$ cat src/rtl/if_prefetch_queue_if.sv
`default_nettype none
// ============================================================================
// Interface   : if_prefetch_queue_if
// Description : Fetch-stage bundle. Carries the redirect inputs (CP0 flush,
//               branch/jump redirect), the instruction-memory port and the
//               valid/ready hand-off of fetched instructions to ID.
// Revision    : 1.0 - initial release
// ============================================================================
interface if_prefetch_queue_if #(
  parameter int unsigned ADDR_W = 32,
  parameter int unsigned INST_W = 32
);
  // Redirect sources
  logic              flush;
  logic [ADDR_W-1:0] cp0_excaddr;
  logic              redir_valid;
  logic [ADDR_W-1:0] redir_addr;

  // Instruction memory, fixed 1-cycle read latency
  logic              ice;
  logic [ADDR_W-1:0] iaddr;
  logic [INST_W-1:0] irdata;

  // Hand-off to ID
  logic              id_valid;
  logic              id_ready;
  logic [ADDR_W-1:0] id_pc;
  logic [INST_W-1:0] id_inst;

  // Fetch-stage side
  modport master (
    input  flush, cp0_excaddr, redir_valid, redir_addr, irdata, id_ready,
    output ice, iaddr, id_valid, id_pc, id_inst
  );

  // Environment side: CP0, ID and instruction memory
  modport slave (
    output flush, cp0_excaddr, redir_valid, redir_addr, irdata, id_ready,
    input  ice, iaddr, id_valid, id_pc, id_inst
  );
endinterface
`default_nettype wire

$ cat src/rtl/if_prefetch_queue.sv
`default_nettype none
// ============================================================================
// Module      : if_prefetch_queue
// Description : Instruction-fetch stage with a DEPTH-entry prefetch queue.
//               Issues sequential fetches under a credit check so that the
//               single in-flight response always has room in the queue.
//               CP0 flush and branch/jump redirect drop queued and in-flight
//               fetches and restart the PC.
// Revision    : 1.0 - initial release
// ============================================================================
module if_prefetch_queue #(
  parameter int unsigned       ADDR_W  = 32,
  parameter int unsigned       INST_W  = 32,
  parameter int unsigned       DEPTH   = 4,
  parameter logic [ADDR_W-1:0] PC_INIT = '0
) (
  input  wire logic           cpu_clk_50M,
  input  wire logic           cpu_rst,
  if_prefetch_queue_if.master bus
);

  localparam int unsigned        c_PTR_W   = $clog2(DEPTH);
  localparam int unsigned        c_CNT_W   = c_PTR_W + 1;
  localparam logic [c_CNT_W-1:0] c_DEPTH   = c_CNT_W'(DEPTH);
  localparam logic [ADDR_W-1:0]  c_PC_STEP = ADDR_W'(4);

  logic               r_ce;
  logic [ADDR_W-1:0]  r_pc;
  logic               r_inflight;
  logic [ADDR_W-1:0]  r_tag;
  logic [c_PTR_W-1:0] r_wr_ptr;
  logic [c_PTR_W-1:0] r_rd_ptr;
  logic [c_CNT_W-1:0] r_count;
  logic [ADDR_W-1:0]  r_q_pc   [DEPTH];
  logic [INST_W-1:0]  r_q_inst [DEPTH];

  logic               w_redirect;
  logic [ADDR_W-1:0]  w_redir_pc;
  logic               w_has_credit;
  logic               w_issue;
  logic               w_push;
  logic               w_pop;

  // Flush outranks a branch redirect; redir_addr is ignored when both fire.
  assign w_redirect = bus.flush | bus.redir_valid;
  assign w_redir_pc = bus.flush ? bus.cp0_excaddr : bus.redir_addr;

  // Counting the in-flight fetch against the queue reserves a slot for its
  // response, so a push can never find the queue full. The sum is at most
  // DEPTH+1, which still fits in the count width.
  assign w_has_credit = (r_count + c_CNT_W'(r_inflight)) < c_DEPTH;

  // No request is made while reset is held so memory sees a quiet port.
  assign w_issue = r_ce && !cpu_rst && !w_redirect && w_has_credit;

  // A redirect kills the response landing this cycle and any pop by ID.
  assign w_push = r_inflight && !w_redirect && !cpu_rst;
  assign w_pop  = (r_count != '0) && bus.id_ready && !w_redirect && !cpu_rst;

  assign bus.ice      = w_issue;
  assign bus.iaddr    = w_issue ? r_pc : PC_INIT;
  assign bus.id_valid = (r_count != '0);
  assign bus.id_pc    = r_q_pc[r_rd_ptr];
  assign bus.id_inst  = r_q_inst[r_rd_ptr];

  // PC generation, issue enable and the tag of the outstanding fetch.
  always_ff @(posedge cpu_clk_50M) begin
    if (cpu_rst) begin
      r_ce       <= 1'b0;
      r_pc       <= PC_INIT;
      r_inflight <= 1'b0;
      r_tag      <= PC_INIT;
    end else begin
      r_ce       <= 1'b1;
      r_inflight <= w_issue;
      if (w_redirect) begin
        r_pc <= w_redir_pc;
      end else if (w_issue) begin
        r_pc  <= r_pc + c_PC_STEP;
        r_tag <= r_pc;
      end
    end
  end

  // Queue pointers and occupancy; reset and redirect empty the queue.
  always_ff @(posedge cpu_clk_50M) begin
    if (cpu_rst || w_redirect) begin
      r_wr_ptr <= '0;
      r_rd_ptr <= '0;
      r_count  <= '0;
    end else begin
      if (w_push) begin
        r_wr_ptr <= r_wr_ptr + c_PTR_W'(1);
      end
      if (w_pop) begin
        r_rd_ptr <= r_rd_ptr + c_PTR_W'(1);
      end
      case ({w_push, w_pop})
        2'b10:   r_count <= r_count + c_CNT_W'(1);
        2'b01:   r_count <= r_count - c_CNT_W'(1);
        default: r_count <= r_count;
      endcase
    end
  end

  // Queue storage: each returned word is stored with the PC it was fetched from.
  always_ff @(posedge cpu_clk_50M) begin
    if (w_push) begin
      r_q_pc[r_wr_ptr]   <= r_tag;
      r_q_inst[r_wr_ptr] <= bus.irdata;
    end
  end

  // A push into a full queue would mean the credit check is broken.
  a_no_push_when_full : assert property (
    @(posedge cpu_clk_50M) disable iff (cpu_rst) !(w_push && (r_count == c_DEPTH))
  );

endmodule
`default_nettype wire

$ cat src/flat_wrapper.sv
// flat-port wrapper written by rule: the top's interface ports become plain ports
module if_prefetch_queue_flat 
#(
  parameter int unsigned       ADDR_W  = 32,
  parameter int unsigned       INST_W  = 32,
  parameter int unsigned       DEPTH   = 4,
  parameter logic [ADDR_W-1:0] PC_INIT = '0
)
  (cpu_clk_50M, cpu_rst, bus_flush, bus_cp0_excaddr, bus_redir_valid, bus_redir_addr, bus_irdata, bus_id_ready, bus_ice, bus_iaddr, bus_id_valid, bus_id_pc, bus_id_inst);
  if_prefetch_queue_if #(.ADDR_W(ADDR_W), .INST_W(INST_W)) bus_i ();
  input  wire logic cpu_clk_50M;
  input  wire logic cpu_rst;
  input wire logic [$bits(bus_i.flush)-1:0] bus_flush;
  input wire logic [$bits(bus_i.cp0_excaddr)-1:0] bus_cp0_excaddr;
  input wire logic [$bits(bus_i.redir_valid)-1:0] bus_redir_valid;
  input wire logic [$bits(bus_i.redir_addr)-1:0] bus_redir_addr;
  input wire logic [$bits(bus_i.irdata)-1:0] bus_irdata;
  input wire logic [$bits(bus_i.id_ready)-1:0] bus_id_ready;
  output wire logic [$bits(bus_i.ice)-1:0] bus_ice;
  output wire logic [$bits(bus_i.iaddr)-1:0] bus_iaddr;
  output wire logic [$bits(bus_i.id_valid)-1:0] bus_id_valid;
  output wire logic [$bits(bus_i.id_pc)-1:0] bus_id_pc;
  output wire logic [$bits(bus_i.id_inst)-1:0] bus_id_inst;
  assign bus_i.flush = bus_flush;
  assign bus_i.cp0_excaddr = bus_cp0_excaddr;
  assign bus_i.redir_valid = bus_redir_valid;
  assign bus_i.redir_addr = bus_redir_addr;
  assign bus_i.irdata = bus_irdata;
  assign bus_i.id_ready = bus_id_ready;
  assign bus_ice = bus_i.ice;
  assign bus_iaddr = bus_i.iaddr;
  assign bus_id_valid = bus_i.id_valid;
  assign bus_id_pc = bus_i.id_pc;
  assign bus_id_inst = bus_i.id_inst;
  if_prefetch_queue #(.ADDR_W(ADDR_W), .INST_W(INST_W), .DEPTH(DEPTH), .PC_INIT(PC_INIT)) u_core (.cpu_clk_50M(cpu_clk_50M), .cpu_rst(cpu_rst), .bus(bus_i));
endmodule
$ cat config.mk
export PLATFORM = sky130hd
export DESIGN_NAME = if_prefetch_queue_flat
export DESIGN_NICKNAME = d
export VERILOG_FILES = /design/src/rtl/if_prefetch_queue_if.sv /design/src/rtl/if_prefetch_queue.sv /design/src/flat_wrapper.sv
export SDC_FILE = /design/constraint.sdc
export NUM_CORES = 1
export LEC_CHECK = 0
export CORE_MARGIN = 5
export CORE_UTILIZATION = 63
export CTS_BUF_LIST = sky130_fd_sc_hd__clkbuf_2
export DETAILED_ROUTE_END_ITERATION = 12
export DONT_BUFFER_PORTS = 1
export HOLD_SLACK_MARGIN = 0.02
export PLACE_DENSITY = 0.77
export SETUP_SLACK_MARGIN = 0.4
export SYNTH_ARGS = -nofsm -noshare
export SYNTH_HDL_FRONTEND = slang
export SYNTH_SLANG_ARGS = --single-unit
$ cat constraint.sdc
create_clock -name cpu_clk_50M -period 3.89 [get_ports cpu_clk_50M]
set_input_delay 0 -clock cpu_clk_50M [delete_from_list [all_inputs] [get_ports cpu_clk_50M]]
set_output_delay 0 -clock cpu_clk_50M [all_outputs]
set_load 0.02 [all_outputs]
* Word-level counts from Yosys, hierarchy flattened
Memory sizes are Yosys's and may differ from the RTL's. A register that Yosys moved wholly into a read port is not among the register bits.
Index checks and enable logic that the tools add are counted.
** Storage, ports and cells
- Bits of input ports :: 101
- Output and inout port bits :: 98
- RAM bits :: 256
- Word-level logic and storage cells :: 47
- Memories kept :: 2
- Register bits after elaboration :: 73
** Cells by class
- Reductions and logical operators :: 15
- $add $sub $neg :: 6
- Bitwise logic cells :: 2
- Magnitude comparators :: 1
- Eq/ne operators :: 2
- Multiplexer cells :: 12
** Memories
- u_core.r_q_inst :: words 4, bits a word 32, read ports 1, clocked after Yosys merged registers in 1, wr ports 1, RTL line if_prefetch_queue.sv:35 : logic [INST_W-1:0] r_q_inst [DEPTH];
- u_core.r_q_pc :: words 4, bits a word 32, read ports 1, clocked after Yosys merged registers in 1, wr ports 1, RTL line if_prefetch_queue.sv:34 : logic [ADDR_W-1:0] r_q_pc [DEPTH];
** Operators by type and width (count)
- 32-bit 2-to-1 mux :: 4
- 32-bit by 3-bit adder with 32-bit output (second input constant) :: 1
- 1-bit logical AND :: 8
- 2-bit 2-to-1 mux :: 4
- 3-bit one-hot mux with 2 select lines :: 1
- 2-bit by 1-bit adder with 2-bit output (second input constant) :: 2
- 2-bit nonzero test :: 2
- 3-bit by 1-bit adder with 3-bit output :: 1
- 3-bit by 1-bit adder with 3-bit output (second input constant) :: 1
- 3-bit < comparator (second input constant) :: 1
- 1-bit 2-to-1 mux :: 3
- 3-bit nonzero test :: 1
- 3-bit by 1-bit subtractor with 3-bit output (second input constant) :: 1
- 2-bit by 1-bit equality test with 1-bit output (second input constant) :: 1
- 2-bit equality test (second input constant) :: 1
- 1-bit logical NOT :: 2
- 2-bit AND reduction :: 1
- 1-bit logical OR :: 1
- 1-bit inverter :: 1
- 1-bit OR :: 1

* Longest topological paths before layout
Gate-level depths: netlist of run 1.
- Depth in word-level cells :: 6
- Gate-level depth with buffers :: 11
- Gate-level depth less buffers :: 9

* Worst setup path after synthesis of run 1
No wires, ideal clock.
- Kind :: input-to-reg
- Start :: input port bus_flush
- End :: memory u_core.r_q_inst[0][0], enable pin
- Cell stages on the path :: 5
- Slack :: 1035 ps
- Buffers on the path :: 2
- Data required time :: 3461 ps
- Arrival :: 2426 ps
- Library setup time :: 429 ps
- Cells stage by stage :: clkbuf_1 > or2_2 > clkbuf_1 > nor2_2 > and3_1
** On the way
- Longest elaborated chain between the ends :: 6
** RTL lines
- from (decl) :: RTL line flat_wrapper.sv:13 : input wire logic [$bits(bus_i.flush)-1:0] bus_flush;
- 1-bit OR :: RTL line if_prefetch_queue.sv:45 : assign w_redirect = bus.flush | bus.redir_valid;
- 1-bit logical NOT :: RTL line if_prefetch_queue.sv:57 : assign w_push = r_inflight && !w_redirect && !cpu_rst;
- 1-bit logical AND (2 in series) :: RTL line if_prefetch_queue.sv:57
- 1-bit 2-to-1 mux :: RTL line if_prefetch_queue.sv:108 : if (w_push) begin
- 1-bit 2-to-1 mux (not written as such) :: RTL line if_prefetch_queue.sv:110 : r_q_inst[r_wr_ptr] <= bus.irdata;
- to (decl) :: RTL line if_prefetch_queue.sv:35
No other way between the ends.

* Worst setup path after layout of run 1
- Start :: register u_core.r_inflight
- End :: register u_core.r_pc[5]
** On the way
- Longest elaborated chain between the ends :: 4
** RTL lines
- from (decl) :: RTL line if_prefetch_queue.sv:29 : logic r_inflight;
- from (signal assigned) :: RTL line if_prefetch_queue.sv:75 : r_inflight <= w_issue;
- 3-bit by 1-bit adder with 3-bit output :: RTL line if_prefetch_queue.sv:51 : assign w_has_credit = (r_count + c_CNT_W'(r_inflight)) < c_DEPTH;
- 3-bit < comparator :: RTL line if_prefetch_queue.sv:51
- 1-bit logical AND :: RTL line if_prefetch_queue.sv:54 : assign w_issue = r_ce && !cpu_rst && !w_redirect && w_has_credit;
- 2-bit nonzero test (no line)
- to (signal assigned) :: RTL line if_prefetch_queue.sv:77 : r_pc <= w_redir_pc;
- to (signal assigned) :: RTL line if_prefetch_queue.sv:79 : r_pc <= r_pc + c_PC_STEP;
- to (decl) :: RTL line if_prefetch_queue.sv:28 : logic [ADDR_W-1:0] r_pc;
No other way between the ends.
A chain may end at the register's enable or synchronous reset.

==> results.md, run 1 <==
- Status: finished, final reports clean
- Maxcap violations: 0
- Peak VDD IR: 0.000239 V
- Overall power: 6.49 mW
- Internal: 4.96 mW
- Period utilization: 86.4%
- Syn-to-layout area delta: 20.5%
- Grt total ovfl: 0
- Clock skew: roughly 0.054 ns
- Area leader, netlist: edfxtp_1
- Reg2Reg Depth: 7
- Full die area: 23900 um^2
- Die X: 155 um
- Reg power frac: about three fifths
- DIE HEIGHT: 155 um
- CTS Buf Count: 79
- Max-slew headroom: 27.3%
- Initial antenna violation count: 1
- Sink Count: 331
- H-tree levels: 3
- Post-DR vias/cell: between 6 and 7
- Pwr dens: 408 nW/um^2
- Setup TNS: 0 ns
- Final ANT Viol Nets: 0
- Routed WL: 33.1 mm
- Mapped Area: ~13000 um^2
- Gpl congestion: 0.862
- CP Class: flip-flop to flip-flop
- Worst-margin pin slew: 1.08 ns
- Hold Path Stages: 4
- Final setup vio count: 0
- Critical path cell sequence: and3_1, mux2_2, a221oi_1, a21oi_1, dlygate4sd3_1, a311oi_1, dlygate4sd3_1
- Worst skew pair latency: around 0.83 ns
- Clock Root Buffer: clkbuf_2
- Final min period: 3.36 ns
- Max Fclk: 298 MHz
- Final worst slack: 0.531 ns
- Post-Layout Cell Count: 1406
- CTS tree: built
- Critical Path RT: 4.64 ns
- Worst Hold Class: primary input to flip-flop
- Synth async-reset ratio: 0%
- # rows: 53
- R2r setup slk: 0.53 ns
- CTS Buffer Depth: 3
- Slew Viols, Final: 0
- # IOs: between 150 and 200
- Combinational share of power: 5.4%
- RSZ-0062 raised after global routing: no
- Vias post-DR: 8703
- Postcts setup bufs: 0
- Final-report hold violation count: 0
- WL per Instance: 23.5 um
- Sequential share of the synthesized area: 69.7%
- I/O Buffers: 0
- Post-synth top area share: 58.3%
- Worst-path clk slew: about 0.11 ns
- Pleak: 5.62 nW
- Worst Path Max Fanout: 21
- Pin count of the biggest net entering global routing: 67
- DRC: 0
- Switching share of power: 23.5%
- GRT Total Usage: 28.0%
- Starting Density: 63.3%
- Area of the core: 20800 um^2
- Fin nets: 1178
- Slowest stage delay, CP: 0.61 ns
- Synth top area cells: edfxtp_1 (58%), dfxtp_1 (11%), mux4_2 (11%), nand2_1 (2.4%), a21oi_1 (2.0%)
- Pre-CTS WS: 1.20 ns
- Number of synthesized flops with an enable pin: 256
- Clk pwr share: a little over a third
- Distinct cells, synth: 61
- Global-route wire length before repair: about 51 mm
- Vias in the first global route: roughly 9000
- Share of cells above drive strength 1: 18.3%
- Number of synthesized register bits: 331
- NetSw: 1.53 mW
- First-iteration detailed-routing DRC count: 875
- Synthesized net count: a little under 1000
- Crit. End Element: flip-flop
- Syn avg cell area: between 15 and 20 um^2
- DP HPWL: 18.3 mm
- Placed cells: between 1000 and 1500
- Fill cells: 1224
- CP startpoint kind: flip-flop
- DRT Pass-1 Iters: 6
- Final Util: ~76%
- Syn Inst Count: approximately 860
- Ys flop type: edfxtp_1
- Yosys warns: 0
- Most used cell, CP: dlygate4sd3_1
- Data arrival, critical path: roughly 4 ns
- Worst path slowest cell: dlygate4sd3_1
## timing repair
action	4_1_cts	5_1_grt
pin swaps	0	0
endpoints found under the setup margin	32	35
hold endpoints to repair	278	0
gates cloned	0	1
hold buffers	174	0
resized for setup	1	4
## synthesized netlist by cell type, types with 11 or more instances
library cell    n
nand3_1        14
mux4_2         64
a21oi_1        52
edfxtp_1      256
o21ai_0        20
and3_1         11
dfxtp_1        75
nor2_1         34
nand2_1        86
nand4_1        12
inv_1          48
a22oi_1        18
clkbuf_1       27
## cells by family (layout without fill, tap and decap cells)
group	count (synthesis)	count (layout)	synth area share, %
flip-flops	331	331	69.7
AND/OR/NAND/NOR	196	196	6.98
AO/OA/AOI/OAI	142	142	6.98
buffers and inverters	97	370	3.28
multiplexers	72	72	11.6
XOR/XNOR	12	12	0.797
adder cells (fa/ha/maj)	7	7	0.721
other	0	1	0
## critical path, delay by kind of cell, from the launching register on
kind,cells,cell delay (ns)
compound gates,3,0.88
buf+inv,2,1.21
flops,1,0.43
mux,1,0.55
simple gates,1,0.24
## per-layer routing
layer / part of all wire (%) / track usage, % / vias up / routed length [um]
met4: 3.9 / 12.4 / 0 / 1290
met1: 36 / 34.9 / 4249 / 12000
met5: 0 / 0 / - / 0
li1: - / - / 3807 / -
met2: 51 / 47.2 / 542 / 16900
met3: 8.6 / 6.52 / 105 / 2850
## final cells by class
type	instances	area (um^2)	area share (%)
timing repair inverter	1	7.51	0.0472
clock inverter	31	196	1.24
antenna	1	2.50	0.0157
timing repair buffer	180	1810	11.4
inverter	48	184	1.16
multi-input combinational	429	3590	22.6
clock buffer	110	551	3.46
sequential	331	9200	57.9
tap	275	344	2.17
## path summary, 6_finish.rpt
check | from | end
worst min-delay path | bus_id_ready | u_core.r_rd_ptr[1]
worst max-delay path | u_core.r_inflight | u_core.r_pc[5]
worst max register to register | u_core.r_inflight | u_core.r_pc[5]
worst min register to register | u_core.r_tag[2] | u_core.r_q_pc[0][2]
## sequential cells by signal, indices dropped and copies added (netlist names), named ones only
| register | flops |
|---|---|
| u_core.r_count | 3 |
| u_core.r_tag | 32 |
| u_core.r_q_pc | 128 |
| u_core.r_ce | 1 |
| u_core.r_pc | 32 |
| u_core.r_inflight | 1 |
| u_core.r_rd_ptr | 2 |
| u_core.r_q_inst | 128 |
| u_core.r_wr_ptr | 2 |
## power by group through the flow
| stage | clock network, mW | registers [mW] | logic [mW] |
|---|---|---|---|
| 3_3_place_gp | 0 | 3.93 | 0.134 |
| 2_1_floorplan | 0 | 3.91 | 0.134 |
| 6_report | 2.29 | 3.85 | 0.352 |
| 5_1_grt | 2.57 | 3.85 | 0.376 |
| 4_1_cts | 2.32 | 3.85 | 0.332 |
| 3_5_place_dp | 0 | 3.93 | 0.138 |
## stage by stage
stage | cell area (um^2) | hold WS [ns]
final | 15900 | 0.123
after global routing | 15900 | 0.0611
after detailed placement | 13400 | 0.0843
after global placement | 13400 | 0.0778
after CTS | 15900 | 0.0228
after floorplan | 13200 | 0.0989
## cell usage in the layout (no fill, tap or decap), drive strengths merged, types with 15 or more instances in the layout
cell         Yosys  routed
clkinv           0      27
a21oi           52      52
nor2            35      35
nand3           15      15
edfxtp         256     256
dfxtp           75      75
inv             48      48
a22oi           18      18
clkbuf          31     110
dlygate4sd3      0     172
o21ai           21      21
nand2           86      86
mux4            64      64
Power figures use the tool's default switching activity.
==> run 2, diff against run 1 <==
- CORE_ASPECT_RATIO: not set -> 1.4
==> run 2 against run 1 <==
Clock power about the same. Final area unchanged. Worst hold slack worse by 0.025 ns. Highest routed layer unchanged. Sequential cell count unchanged. Sequential power about the same.
==> results.md, run 2 (synthesized netlist as in run 1, its figures left out) <==
- Final min period: 3.37 ns (+0.0125 ns)
- DRT Pass-1 Iters: 6 (unchanged)
- Setup TNS: 0 ns (unchanged)
- CTS Buffer Depth: 3 (unchanged)
- Slowest stage delay, CP: 0.54 ns (-0.07 ns)
- Most common cell after layout, fill and taps aside: edfxtp_1
- Fin nets: 1176 (-0.17%)
- H-tree levels: 3 (unchanged)
- Crit path from: u_core.r_inflight
- Clk pwr share: 35.2% (about the same)
- Share of cells above drive strength 1: 19.0% (+0.72 points)
- CTS Buf Count: 73 (-7.6%)
- R2r setup slk: 0.53 ns (about the same)
- Global-route wire length before repair: 50.3 mm (-2.2%)
- Final ANT Viol Nets: 0 (unchanged)
- Hold Path Stages: 4 (unchanged)
- Worst Path Max Fanout: 21 (unchanged)
- Maxcap violations: 0 (unchanged)
- Crit. End Element: primary output
- Crit path to: bus_iaddr[31]
- Area of the core: 20600 um^2 (-1.3%)
- Routed WL: 32.6 mm (-1.5%)
- DRC: 0 (unchanged)
- GRT Total Usage: 26.9% (-1.1 points)
- Slew Viols, Final: 0 (unchanged)
- Period utilization: 86.7% (+0.32 points)
- Commonest cells after routing, fill and taps aside: edfxtp_1 (256), dlygate4sd3_1 (175), clkbuf_2 (117), nand2_1 (86), dfxtp_1 (73)
- Vias in the first global route: 9221 (+0.13%)
- Status: finished, final reports clean
- Die X: 132 um (-14%)
- Worst Hold Class: primary input to flip-flop
- Reg power frac: 59.4% (about the same)
- Worst skew pair latency: 0.83 ns (about the same)
- Most used cell, CP: nand2_1
- Initial antenna violation count: 2 (+1)
- Final setup vio count: 0 (unchanged)
- DIE HEIGHT: 181 um (+17%)
- Data arrival, critical path: 3.37 ns (-0.74 ns)
- Vias post-DR: 8619 (-0.97%)
- Pleak: 5.63 nW (+0.21%)
- R2r startpoint: u_core.r_pc[2]
- Post-Layout Cell Count: 1383 (-1.6%)
- Sink Count: 331 (unchanged)
- DP HPWL: 18.2 mm (-0.51%)
- Syn-to-layout area delta: 20.5% (unchanged)
- Gpl congestion: 0.896 (+3.9%)
- Fill cells: 1170 (-4.4%)
- Critical path cell sequence: and3_1, mux2_2, nand2_1, clkinvlp_4, nand2_1, inv_1
- CTS tree: built
- Max Fclk: 297 MHz (-0.37%)
- Worst-margin pin slew: 1.24 ns (+0.156 ns)
- Worst-path clk slew: 0.10 ns (about the same)
- Pwr dens: 408 nW/um^2 (about the same)
- Reg2Reg Depth: 8 (+1)
- Biggest regs: u_core.r_q_inst: 128 flops, u_core.r_q_pc: 128 flops
- # IOs: 199 (unchanged)
- Post-DR vias/cell: 6.23 (+0.68%)
- Post-Layout Inst Area: 15900 um^2 (unchanged)
- R2r endpoint: u_core.r_pc[10]
- Placed Area: 13300 um^2 (-0.29%)
- First-iteration detailed-routing DRC count: 693 (-21%)
- Critical Path RT: 3.89 ns (-0.75 ns)
- Final-report hold violation count: 0 (unchanged)
- Max-slew headroom: 16.9% (-10 points)
- Clock Root Buffer: clkbuf_2
- CP startpoint kind: flip-flop
- Internal: 4.99 mW (+0.54%)
- I/O Buffers: 0 (unchanged)
- Full die area: 24000 um^2 (+0.17%)
- Switching share of power: 23.1% (-0.48 points)
- Overall power: 6.48 mW (about the same)
- Worst path slowest cell: mux2_2
- Clock skew: 0.0572 ns (+0.00286 ns)
- # rows: 62 (+17%)
- Peak VDD IR: 0.000263 V (+9.9%)
- Starting Density: 64.2% (+0.82 points)
- Pin count of the biggest net entering global routing: 67 (unchanged)
- NetSw: 1.50 mW (-2.1%)
- WL per Instance: 23.6 um (+0.19%)
- Grt total ovfl: 0 (unchanged)
- Placed cells: 1068 (-1.9%)
- CP Class: flip-flop to primary output
- RSZ-0062 raised after global routing: yes
- Combinational share of power: 5.4% (about the same)
-- run 2: changes by cell type in the layout (fill, tap and decap cells not counted) --
| cell | before | now |
|---|---|---|
| clkinvlp_4 | 2 | 4 |
| dlygate4sd3_1 | 172 | 175 |
| dfxtp_2 | 2 | 0 |
| clkinv_2 | 1 | 0 |
| clkinv_4 | 0 | 2 |
| clkbuf_2 | 110 | 117 |
| clkinv_1 | 26 | 8 |
| diode_2 | 1 | 3 |
| dfxtp_1 | 71 | 73 |
| inv_2 | 1 | 0 |
-- run 2: timing repair --
action,in CTS,in global routing
setup buffers,0,2
hold buffers,177,0
setup endpoints to repair,32,33
resized for setup,1,3
cloned,0,2
endpoints found under the hold margin,316,0
-- run 2: through the flow --
step                util (%)  worst slack, ns  hold WS, ns
global placement        64.8             1.19       0.0782
finish                  77.3            0.518       0.0980
detailed placement      64.8             1.09       0.0801
floorplan                  -             1.03       0.0989
CTS                     77.1            0.365       0.0301
global route            77.3            0.386        0.101
-- run 2: worst min-delay path by stage --
stage	start	to	slack [ns]
floorplan	bus_irdata[0]	u_core.r_q_inst[0][0]	0.1
global placement	cpu_rst	u_core.r_pc[30]	0.08
detailed placement	cpu_rst	u_core.r_pc[30]	0.08
CTS	bus_redir_valid	u_core.r_pc[5]	0.03
global route	bus_redir_valid	u_core.r_pc[5]	0.10
finish	bus_redir_valid	u_core.r_pc[5]	0.1
-- run 2: critical path: cells and delay by family, from the launching register on --
kind,cells,cell delay [ns]
buf+inv,2,0.64
flops,1,0.49
mux,1,0.54
simple gates,3,0.89
-- run 2: power by group through the flow --
stage,sequential (mW),combinational (mW),clock [mW]
6_report,3.85,0.352,2.28
4_1_cts,3.85,0.335,2.32
5_1_grt,3.85,0.375,2.52
3_5_place_dp,3.93,0.139,0
2_1_floorplan,3.91,0.134,0
3_3_place_gp,3.93,0.133,0
-- run 2: area by class of cell --
type	instances	area, um^2	area share [%]
antenna	3	7.51	0.0472
clock buffer	117	586	3.68
clock inverter	14	145	0.913
inverter	48	184	1.16
multi-input combinational	429	3590	22.6
sequential	331	9200	57.9
tap	256	320	2.02
timing repair buffer	183	1840	11.6
timing repair inverter	2	15.0	0.0945
-- run 2: per-layer routing --
layer,track usage (%),wire length (um),vias up
met5,0,0,-
met4,12.0,1300,0
met3,7.10,2740,90
met2,46.2,16800,509
met1,31.8,11700,4225
li1,-,-,3795
